==> src/rtl/ex_pipe_reg_p_if.sv <==
`default_nettype none
// ============================================================================
// Module   : ex_pipe_reg_p_if
// Brief    : ID/EX inputs and EX/MEM outputs of the EX/MEM pipeline register
// Revision : 1.0 - initial release
// ============================================================================
interface ex_pipe_reg_p_if #(
  parameter int ADDR_W    = 30,
  parameter int DATA_W    = 32,
  parameter int REG_A_W   = 5,
  parameter int MEM_OP_W  = 2,
  parameter int CTRL_OP_W = 2,
  parameter int EXP_W     = 3,
  parameter int NUM_EXP   = 2,
  parameter int CNT_W     = 16
) ();
  logic                 Stall;
  logic                 Flush;
  logic                 IntDetect;
  logic [NUM_EXP-1:0]   ExpReq;
  logic                 StallCntClr;
  logic [DATA_W-1:0]    ALUOut;
  logic [ADDR_W-1:0]    IDPC;
  logic                 IDEn;
  logic                 IDBrFlag;
  logic [MEM_OP_W-1:0]  IDMemOp;
  logic [DATA_W-1:0]    IDMemWrData;
  logic [CTRL_OP_W-1:0] IDCtrlOp;
  logic [REG_A_W-1:0]   IDDstAddr;
  logic                 IDGPRWE_;
  logic [EXP_W-1:0]     IDExpCode;
  logic [ADDR_W-1:0]    EXPC;
  logic                 EXEn;
  logic                 EXBrFlag;
  logic [MEM_OP_W-1:0]  EXMemOp;
  logic [DATA_W-1:0]    EXMemWrData;
  logic [CTRL_OP_W-1:0] EXCtrlOp;
  logic [REG_A_W-1:0]   EXDstAddr;
  logic                 EXGPRWE_;
  logic [EXP_W-1:0]     EXExpCode;
  logic [DATA_W-1:0]    EXOut;
  logic                 ExcPending;
  logic [CNT_W-1:0]     StallCnt;

  modport master (
    output Stall, Flush, IntDetect, ExpReq, StallCntClr, ALUOut,
           IDPC, IDEn, IDBrFlag, IDMemOp, IDMemWrData, IDCtrlOp, IDDstAddr, IDGPRWE_, IDExpCode,
    input  EXPC, EXEn, EXBrFlag, EXMemOp, EXMemWrData, EXCtrlOp, EXDstAddr, EXGPRWE_, EXExpCode,
           EXOut, ExcPending, StallCnt
  );

  modport slave (
    input  Stall, Flush, IntDetect, ExpReq, StallCntClr, ALUOut,
           IDPC, IDEn, IDBrFlag, IDMemOp, IDMemWrData, IDCtrlOp, IDDstAddr, IDGPRWE_, IDExpCode,
    output EXPC, EXEn, EXBrFlag, EXMemOp, EXMemWrData, EXCtrlOp, EXDstAddr, EXGPRWE_, EXExpCode,
           EXOut, ExcPending, StallCnt
  );
endinterface
`default_nettype wire

==> src/rtl/ex_pipe_reg_p.sv <==
`default_nettype none
// ============================================================================
// Module   : ex_pipe_reg_p
// Brief    : EX/MEM pipeline register with stall/flush, exception injection,
//            exception-hold bubbles and a saturating stall-cycle counter
// Revision : 1.0 - initial release
// ============================================================================
module ex_pipe_reg_p #(
  parameter int ADDR_W    = 30,
  parameter int DATA_W    = 32,
  parameter int REG_A_W   = 5,
  parameter int MEM_OP_W  = 2,
  parameter int CTRL_OP_W = 2,
  parameter int EXP_W     = 3,
  parameter int NUM_EXP   = 2,
  parameter int CNT_W     = 16
) (
  input  wire               clk,
  input  wire               reset_,
  ex_pipe_reg_p_if.slave    bus
);

  generate
    if (NUM_EXP + 1 > (2 ** EXP_W) - 1) begin : g_bad_exp_w
      $fatal(1, "ex_pipe_reg_p: EXP_W too narrow for NUM_EXP sources");
    end
  endgenerate

  typedef enum logic [0:0] {
    RUN      = 1'b0,
    EXC_HOLD = 1'b1
  } state_t;

  localparam logic [CNT_W-1:0] c_cnt_max = '1;

  state_t               r_state;
  state_t               w_state_nxt;

  logic [ADDR_W-1:0]    r_pc,    w_pc;
  logic                 r_en,    w_en;
  logic                 r_br,    w_br;
  logic [MEM_OP_W-1:0]  r_mop,   w_mop;
  logic [DATA_W-1:0]    r_wd,    w_wd;
  logic [CTRL_OP_W-1:0] r_cop,   w_cop;
  logic [REG_A_W-1:0]   r_dst,   w_dst;
  logic                 r_we_,   w_we_;
  logic [EXP_W-1:0]     r_ec,    w_ec;
  logic [DATA_W-1:0]    r_out,   w_out;
  logic [CNT_W-1:0]     r_cnt;
  logic [EXP_W-1:0]     w_enc;

  // Lowest set request index wins; loop runs high-to-low so it is assigned last.
  always_comb begin
    w_enc = '0;
    for (int i = NUM_EXP - 1; i >= 0; i--) begin
      if (bus.ExpReq[i]) w_enc = EXP_W'(i + 2);
    end
  end

  always_comb begin
    w_state_nxt = r_state;
    w_pc  = '0;
    w_en  = 1'b0;
    w_br  = 1'b0;
    w_mop = '0;
    w_wd  = '0;
    w_cop = '0;
    w_dst = '0;
    w_we_ = 1'b1;
    w_ec  = '0;
    w_out = '0;
    if (bus.Stall) begin
      w_pc  = r_pc;
      w_en  = r_en;
      w_br  = r_br;
      w_mop = r_mop;
      w_wd  = r_wd;
      w_cop = r_cop;
      w_dst = r_dst;
      w_we_ = r_we_;
      w_ec  = r_ec;
      w_out = r_out;
    end else if (bus.Flush) begin
      w_state_nxt = RUN;
    end else if (r_state == EXC_HOLD) begin
      w_state_nxt = EXC_HOLD;
    end else if (bus.IntDetect || (|bus.ExpReq)) begin
      // Inject: keep the faulting PC for the handler, kill every side effect.
      w_pc        = bus.IDPC;
      w_en        = bus.IDEn;
      w_br        = bus.IDBrFlag;
      w_ec        = bus.IntDetect ? EXP_W'(1) : w_enc;
      w_state_nxt = EXC_HOLD;
    end else begin
      w_pc  = bus.IDPC;
      w_en  = bus.IDEn;
      w_br  = bus.IDBrFlag;
      w_mop = bus.IDMemOp;
      w_wd  = bus.IDMemWrData;
      w_cop = bus.IDCtrlOp;
      w_dst = bus.IDDstAddr;
      w_we_ = bus.IDGPRWE_;
      w_ec  = bus.IDExpCode;
      w_out = bus.ALUOut;
      if (bus.IDExpCode != '0) w_state_nxt = EXC_HOLD;
    end
  end

  always_ff @(posedge clk or negedge reset_) begin
    if (!reset_) begin
      r_state <= RUN;
      r_pc    <= '0;
      r_en    <= 1'b0;
      r_br    <= 1'b0;
      r_mop   <= '0;
      r_wd    <= '0;
      r_cop   <= '0;
      r_dst   <= '0;
      r_we_   <= 1'b1;
      r_ec    <= '0;
      r_out   <= '0;
    end else begin
      r_state <= w_state_nxt;
      r_pc    <= w_pc;
      r_en    <= w_en;
      r_br    <= w_br;
      r_mop   <= w_mop;
      r_wd    <= w_wd;
      r_cop   <= w_cop;
      r_dst   <= w_dst;
      r_we_   <= w_we_;
      r_ec    <= w_ec;
      r_out   <= w_out;
    end
  end

  always_ff @(posedge clk or negedge reset_) begin
    if (!reset_) begin
      r_cnt <= '0;
    end else if (bus.StallCntClr) begin
      r_cnt <= '0;
    end else if (bus.Stall && (r_cnt != c_cnt_max)) begin
      r_cnt <= r_cnt + 1'b1;
    end
  end

  assign bus.EXPC        = r_pc;
  assign bus.EXEn        = r_en;
  assign bus.EXBrFlag    = r_br;
  assign bus.EXMemOp     = r_mop;
  assign bus.EXMemWrData = r_wd;
  assign bus.EXCtrlOp    = r_cop;
  assign bus.EXDstAddr   = r_dst;
  assign bus.EXGPRWE_    = r_we_;
  assign bus.EXExpCode   = r_ec;
  assign bus.EXOut       = r_out;
  assign bus.ExcPending  = (r_state == EXC_HOLD);
  assign bus.StallCnt    = r_cnt;

endmodule
`default_nettype wire

==> src/flat_wrapper.sv <==
// flat-port wrapper written by rule: the top's interface ports become plain ports
module ex_pipe_reg_p_flat 
#(
  parameter int ADDR_W    = 30,
  parameter int DATA_W    = 32,
  parameter int REG_A_W   = 5,
  parameter int MEM_OP_W  = 2,
  parameter int CTRL_OP_W = 2,
  parameter int EXP_W     = 3,
  parameter int NUM_EXP   = 2,
  parameter int CNT_W     = 16
)
  (clk, reset_, bus_Stall, bus_Flush, bus_IntDetect, bus_ExpReq, bus_StallCntClr, bus_ALUOut, bus_IDPC, bus_IDEn, bus_IDBrFlag, bus_IDMemOp, bus_IDMemWrData, bus_IDCtrlOp, bus_IDDstAddr, bus_IDGPRWE_, bus_IDExpCode, bus_EXPC, bus_EXEn, bus_EXBrFlag, bus_EXMemOp, bus_EXMemWrData, bus_EXCtrlOp, bus_EXDstAddr, bus_EXGPRWE_, bus_EXExpCode, bus_EXOut, bus_ExcPending, bus_StallCnt);
  ex_pipe_reg_p_if #(.ADDR_W(ADDR_W), .DATA_W(DATA_W), .REG_A_W(REG_A_W), .MEM_OP_W(MEM_OP_W), .CTRL_OP_W(CTRL_OP_W), .EXP_W(EXP_W), .NUM_EXP(NUM_EXP), .CNT_W(CNT_W)) bus_i ();
  input  wire clk;
  input  wire reset_;
  input wire logic [$bits(bus_i.Stall)-1:0] bus_Stall;
  input wire logic [$bits(bus_i.Flush)-1:0] bus_Flush;
  input wire logic [$bits(bus_i.IntDetect)-1:0] bus_IntDetect;
  input wire logic [$bits(bus_i.ExpReq)-1:0] bus_ExpReq;
  input wire logic [$bits(bus_i.StallCntClr)-1:0] bus_StallCntClr;
  input wire logic [$bits(bus_i.ALUOut)-1:0] bus_ALUOut;
  input wire logic [$bits(bus_i.IDPC)-1:0] bus_IDPC;
  input wire logic [$bits(bus_i.IDEn)-1:0] bus_IDEn;
  input wire logic [$bits(bus_i.IDBrFlag)-1:0] bus_IDBrFlag;
  input wire logic [$bits(bus_i.IDMemOp)-1:0] bus_IDMemOp;
  input wire logic [$bits(bus_i.IDMemWrData)-1:0] bus_IDMemWrData;
  input wire logic [$bits(bus_i.IDCtrlOp)-1:0] bus_IDCtrlOp;
  input wire logic [$bits(bus_i.IDDstAddr)-1:0] bus_IDDstAddr;
  input wire logic [$bits(bus_i.IDGPRWE_)-1:0] bus_IDGPRWE_;
  input wire logic [$bits(bus_i.IDExpCode)-1:0] bus_IDExpCode;
  output wire logic [$bits(bus_i.EXPC)-1:0] bus_EXPC;
  output wire logic [$bits(bus_i.EXEn)-1:0] bus_EXEn;
  output wire logic [$bits(bus_i.EXBrFlag)-1:0] bus_EXBrFlag;
  output wire logic [$bits(bus_i.EXMemOp)-1:0] bus_EXMemOp;
  output wire logic [$bits(bus_i.EXMemWrData)-1:0] bus_EXMemWrData;
  output wire logic [$bits(bus_i.EXCtrlOp)-1:0] bus_EXCtrlOp;
  output wire logic [$bits(bus_i.EXDstAddr)-1:0] bus_EXDstAddr;
  output wire logic [$bits(bus_i.EXGPRWE_)-1:0] bus_EXGPRWE_;
  output wire logic [$bits(bus_i.EXExpCode)-1:0] bus_EXExpCode;
  output wire logic [$bits(bus_i.EXOut)-1:0] bus_EXOut;
  output wire logic [$bits(bus_i.ExcPending)-1:0] bus_ExcPending;
  output wire logic [$bits(bus_i.StallCnt)-1:0] bus_StallCnt;
  assign bus_i.Stall = bus_Stall;
  assign bus_i.Flush = bus_Flush;
  assign bus_i.IntDetect = bus_IntDetect;
  assign bus_i.ExpReq = bus_ExpReq;
  assign bus_i.StallCntClr = bus_StallCntClr;
  assign bus_i.ALUOut = bus_ALUOut;
  assign bus_i.IDPC = bus_IDPC;
  assign bus_i.IDEn = bus_IDEn;
  assign bus_i.IDBrFlag = bus_IDBrFlag;
  assign bus_i.IDMemOp = bus_IDMemOp;
  assign bus_i.IDMemWrData = bus_IDMemWrData;
  assign bus_i.IDCtrlOp = bus_IDCtrlOp;
  assign bus_i.IDDstAddr = bus_IDDstAddr;
  assign bus_i.IDGPRWE_ = bus_IDGPRWE_;
  assign bus_i.IDExpCode = bus_IDExpCode;
  assign bus_EXPC = bus_i.EXPC;
  assign bus_EXEn = bus_i.EXEn;
  assign bus_EXBrFlag = bus_i.EXBrFlag;
  assign bus_EXMemOp = bus_i.EXMemOp;
  assign bus_EXMemWrData = bus_i.EXMemWrData;
  assign bus_EXCtrlOp = bus_i.EXCtrlOp;
  assign bus_EXDstAddr = bus_i.EXDstAddr;
  assign bus_EXGPRWE_ = bus_i.EXGPRWE_;
  assign bus_EXExpCode = bus_i.EXExpCode;
  assign bus_EXOut = bus_i.EXOut;
  assign bus_ExcPending = bus_i.ExcPending;
  assign bus_StallCnt = bus_i.StallCnt;
  ex_pipe_reg_p #(.ADDR_W(ADDR_W), .DATA_W(DATA_W), .REG_A_W(REG_A_W), .MEM_OP_W(MEM_OP_W), .CTRL_OP_W(CTRL_OP_W), .EXP_W(EXP_W), .NUM_EXP(NUM_EXP), .CNT_W(CNT_W)) u_core (.clk(clk), .reset_(reset_), .bus(bus_i));
endmodule
==> config.mk <==
export PLATFORM = sky130hd
export DESIGN_NAME = ex_pipe_reg_p_flat
export DESIGN_NICKNAME = d
export VERILOG_FILES = /design/src/rtl/ex_pipe_reg_p_if.sv /design/src/rtl/ex_pipe_reg_p.sv /design/src/flat_wrapper.sv
export SDC_FILE = /design/constraint.sdc
export NUM_CORES = 1
export LEC_CHECK = 0
export ABC_AREA = 0
export CELL_PAD_IN_SITES_DETAIL_PLACEMENT = 0
export CELL_PAD_IN_SITES_GLOBAL_PLACEMENT = 1
export CORE_ASPECT_RATIO = 1.5
export CORE_MARGIN = 2
export CORE_UTILIZATION = 30
export CTS_BUF_LIST = sky130_fd_sc_hd__clkbuf_8
export DETAILED_ROUTE_END_ITERATION = 10
export PLACE_DENSITY_LB_ADDON = 0.15
export REMOVE_ABC_BUFFERS = 1
export SYNTH_ARGS = -nofsm -noshare
export SYNTH_HDL_FRONTEND = slang
export SYNTH_SLANG_ARGS = --single-unit
==> constraint.sdc <==
create_clock -name clk -period 2.1 [get_ports clk]
set_clock_uncertainty 0.1 [all_clocks]
set_input_delay 0.42 -clock clk [delete_from_list [all_inputs] [get_ports clk]]
set_output_delay 0.42 -clock clk [all_outputs]
set_load 0.01 [all_outputs]
-- Word-level counts from Yosys, hierarchy flattened
Cells that the tools add are included.
- output and inout bits: 126
- flip-flop bits (word level): 126
- equality and inequality tests: 1
- reductions and logical operators: 5
- add/subtract/negate cells: 1
- multiplexer cells: 36
- operators by type and width (kind ; count):
    32-bit two-way mux ; 6
    30-bit two-way mux ; 2
    16-bit two-way mux ; 2
    16-bit by 1-bit adder with 16-bit output, second input constant ; 1
    16-bit != test, second input constant ; 1
    3-bit two-way mux ; 5
    5-bit two-way mux ; 3
    2-bit two-way mux ; 7
    1-bit two-way mux ; 11
    3-bit nonzero test ; 1
    2-bit nonzero test ; 1
    2-bit OR reduction ; 1
    1-bit logical AND ; 1
    1-bit logical OR ; 1

-- Depth between registers and ports, before layout
- depth after elaboration: 6
- gate-level depth with buffers: 7
- mapped depth without buffers: 4

-- Worst setup path before layout
Ideal clock, no wire load.
- path type: flip-flop to flip-flop
- start point: reg u_core.r_cnt[7], in the netlist u_core.bus.StallCnt[7]
- end point: reg u_core.r_cnt[3], in the netlist u_core.bus.StallCnt[3]
- slack: 253 ps
- path buffers: 3
- cell stages (with the launch flop): 8
- clock period less this slack: 1847 ps
- arrival time: 1623 ps
- data required time: 1875 ps
- cell sequence: dfrtp_1 and3_1 buf_6 and4_4 buf_6 buf_4 a21oi_1 mux2_2
- cells in the longest elaborated chain, start to end: 3
- ends and longest elaborated chain (what ; RTL line ; source):
    start, declared ; ex_pipe_reg_p.sv:49 ; logic [CNT_W-1:0] r_cnt;
    start signal, assigned ; ex_pipe_reg_p.sv:143 ; r_cnt <= r_cnt + 1'b1;
    16-bit != test ; ex_pipe_reg_p.sv:142 ; end else if (bus.Stall && (r_cnt != c_cnt_max)) begin
    1-bit logical AND ; ex_pipe_reg_p.sv:142 ;
    2-bit nonzero test (no line) ; - ;
No other way between the ends.
A chain may end at the register's enable or synchronous reset.

-- Final worst setup path
- start point: reg u_core.r_cnt[0], in the netlist u_core.bus.StallCnt[0]
- end point: out bus_StallCnt[0]
- RTL lines (what ; RTL line ; source):
    end, declared ; flat_wrapper.sv:43 ; output wire logic [$bits(bus_i.StallCnt)-1:0] bus_StallCnt;
No word-level cell between the ends.

==> metrics <==
All-Layer GR Usage=17.5%; Synth Flop Type=dfrtp_1; via count=4,070; crit-path leading delay family=buffers and inverters; status=finished, final reports clean; CP required=1.58 ns; std cell rows=56; final worst path period need=2.01 ns; switch share=24.9%; number of distinct library cells after synthesis=34; Longest Clk Path Bufs=2; CP Cell Sequence=clkdlybuf4s50_1; crit-path max FO=7; Clock Root Buffer=clkbuf_8; clk sinks=126; Buf/Inv on CP=1; DRT Pass-1 Iters=4; DR vias/cell=4.95; flop and latch count out of synthesis=126; mean post-synth cell area=13.5 um^2; max-cap viol count=0; Clk pwr share=40.9%; Inserted Clock Buffers=17; count leader, synth=dfrtp_1; initial antenna violation count=0; P_int=3.96 mW; measured slew at the worst slew-check pin=0.905 ns; Reg clk slew, reported paths=0.07 ns; initial core utilization=30.8%; Area Growth Syn to Fin=64.5%; P_sw=1.31 mW; PD cells=663 mW/mm^2; EDFF count, synth=0; Final Setup Violations=0; slowest stage delay, CP=0.59 ns; unrepaired setup endpoints after global routing=false; nets=724; CTS tree=yes; placed cells=789; fraction of layout cells with a size suffix above 1=9.21%; CP Capture Type=output pin; H-tree depth=4; drt drc=0; sequential element share of the synthesized area=65.3%; top-area cell type share of the netlist area=64.7%; total wire length=14.7 mm; fin crit share=95.5%; cell taking the most area after synthesis=dfrtp_1; Crit-path slowest cell=clkdlybuf4s50_1; DR iter-0 viols=169; PortBufs=242; sequential share of power=47.9%; dpl hpwl=10.4 mm; n_diodes=0; Comb power frac=11.2%; critical setup path kind=register to output pin; Post-synth top cells=125 x dfrtp_1, 106 x a22o_1, 17 x clkbuf_1; post-DR wirelength/cell=17.9 um; P_leak=3.47 nW; Slew HR=39.7%; final worst setup slack=0.0945 ns; synthesis warning total=0; # Post-CTS Setup Buffers=0; Mapped Cells=359; Layout Utilization=50.7%; Die X-Extent=108 um; CP Launch Type=register; synthesized cell area=0.00483 mm^2; Hold WC Path Type=input pin to register; Remaining Overflow, GRT=0; FMAX=0.499 GHz; DP Worst Slack=-0.0699 ns; DRT antenna net count=0; ys async rst share=100%; first-pass GRT wire length=23.3 mm; Worst EP arrival=1.49 ns; Fin. Hold Viols=0; chip height=159 um; Die Area=0.0172 mm^2; Routability Congestion=0.761; vias in the first global route=4,260; Max Slew Vio Count=0; VDD IR max=272 uV; core footprint=0.0157 mm^2; clk_lat worst skew=0.43 ns; top cells by area, synth=dfrtp_1 65%, a22o_1 19%, a21oi_1 1.4%; Layout Cells excl Fill=822; top-level port count=243; Fillers=1,431; largest net degree at the start of global routing=84
kinds of logic (layout without fill, tap and decap cells):
kind of cell / count (synthesis) / in the layout / synth area share, %
compound gates: 136 / 136 / 23.0
fa+ha+maj: 1 / 1 / 0.259
buf+inv: 33 / 293 / 3.47
flops: 126 / 126 / 65.3
mux: 6 / 6 / 1.37
simple gates: 57 / 57 / 6.60
cells in the final DEF (no fill, tap or decap), drive strengths merged, types with 2 or more instances in the layout:
| master | instances |
|---|---|
| a21oi | 14 |
| clkdlybuf4s50 | 239 |
| nand2b | 2 |
| nand2 | 8 |
| and3 | 4 |
| or3 | 4 |
| o21ai | 3 |
| buf | 17 |
| nor2b | 5 |
| nor3 | 5 |
| or4 | 3 |
| o31ai | 5 |
| nor2 | 10 |
| a22o | 106 |
| a31oi | 2 |
| bufinv | 2 |
| clkinvlp | 4 |
| clkbuf | 18 |
| a211oi | 3 |
| inv | 10 |
| mux2 | 5 |
| nand4 | 6 |
| dfrtp | 125 |
| and2 | 3 |
| nand3 | 2 |
| and4 | 4 |
what timing repair did:
item,in CTS,in global routing
gates resized for setup,0,1
hold buffers,1,0
hold endpoints to repair,26,0
setup endpoints to repair,0,1
power groups by stage:
stage	Combinational [mW]	Sequential, mW	Clock [mW]
floorplan	0.0821	2.60	0
global placement	0.590	2.57	0
detailed placement	0.596	2.57	0
CTS	0.601	2.53	2.24
global route	0.637	2.53	2.34
finish	0.590	2.53	2.15
per-layer routing:
metal | vias to the layer above | global-route usage [%] | share of wire (%)
li1 | 1877 | - | -
met4 | 0 | 5.48 | 1.7
met1 | 2032 | 20.5 | 39
met5 | - | 0 | 0
met3 | 14 | 5.03 | 6.5
met2 | 147 | 30.4 | 53
path summary, 6_finish.rpt:
kind	from	to	slack (ns)	depth (start not counted)
setup / recovery	u_core.bus.StallCnt[0]	bus_StallCnt[0]	0.09	1
hold / removal	bus_Stall	u_core.bus.EXExpCode[1]	0.20	3
setup reg to reg	u_core.bus.StallCnt[13]	u_core.bus.StallCnt[15]	0.30	4
hold reg to reg	u_core.bus.EXExpCode[0]	u_core.bus.EXExpCode[0]	0.38	2
max in group asynchronous	reset_	u_core.bus.EXGPRWE_	0.88	3
min in group asynchronous	reset_	u_core.bus.StallCnt[11]	0.35	2
state kept, by name, summed over array words and instances, names as in the netlist:
| signal | count |
|---|---|
| u_core.bus.EXMemWrData | 32 |
| u_core.bus.EXBrFlag | 1 |
| u_core.bus.StallCnt | 16 |
| u_core.bus.EXDstAddr | 5 |
| u_core.bus.EXMemOp | 2 |
| u_core.bus.EXOut | 32 |
| u_core.bus.EXCtrlOp | 2 |
| u_core.bus.EXGPRWE_ | 1 |
| u_core.bus.EXEn | 1 |
| u_core.bus.ExcPending | 1 |
| u_core.bus.EXPC | 30 |
| u_core.bus.EXExpCode | 3 |
area by class of cell:
class	instances	area (um^2)	area share, %
flip-flops and latches	126	3150	39.7
repair buffers	258	2610	32.8
multi-input cells	200	1520	19.1
well taps	203	254	3.19
clock buffers	18	248	3.12
clock inverters	14	158	1.98
inverters	3	11.3	0.142
metrics by stage:
step / hold slack [ns] / instance area (um^2) / TNS, ns / total power, mW
2_1_floorplan: 0.0244 / 4680 / -364.80 / 2.68
3_3_place_gp: 0.272 / 7530 / -1.23 / 3.16
3_5_place_dp: 0.270 / 7530 / -2.87 / 3.17
4_1_cts: 0.177 / 7950 / 0 / 5.36
5_1_grt: 0.193 / 7950 / 0 / 5.51
6_report: 0.199 / 7950 / 0 / 5.27
(Power assumes the default switching activity.)
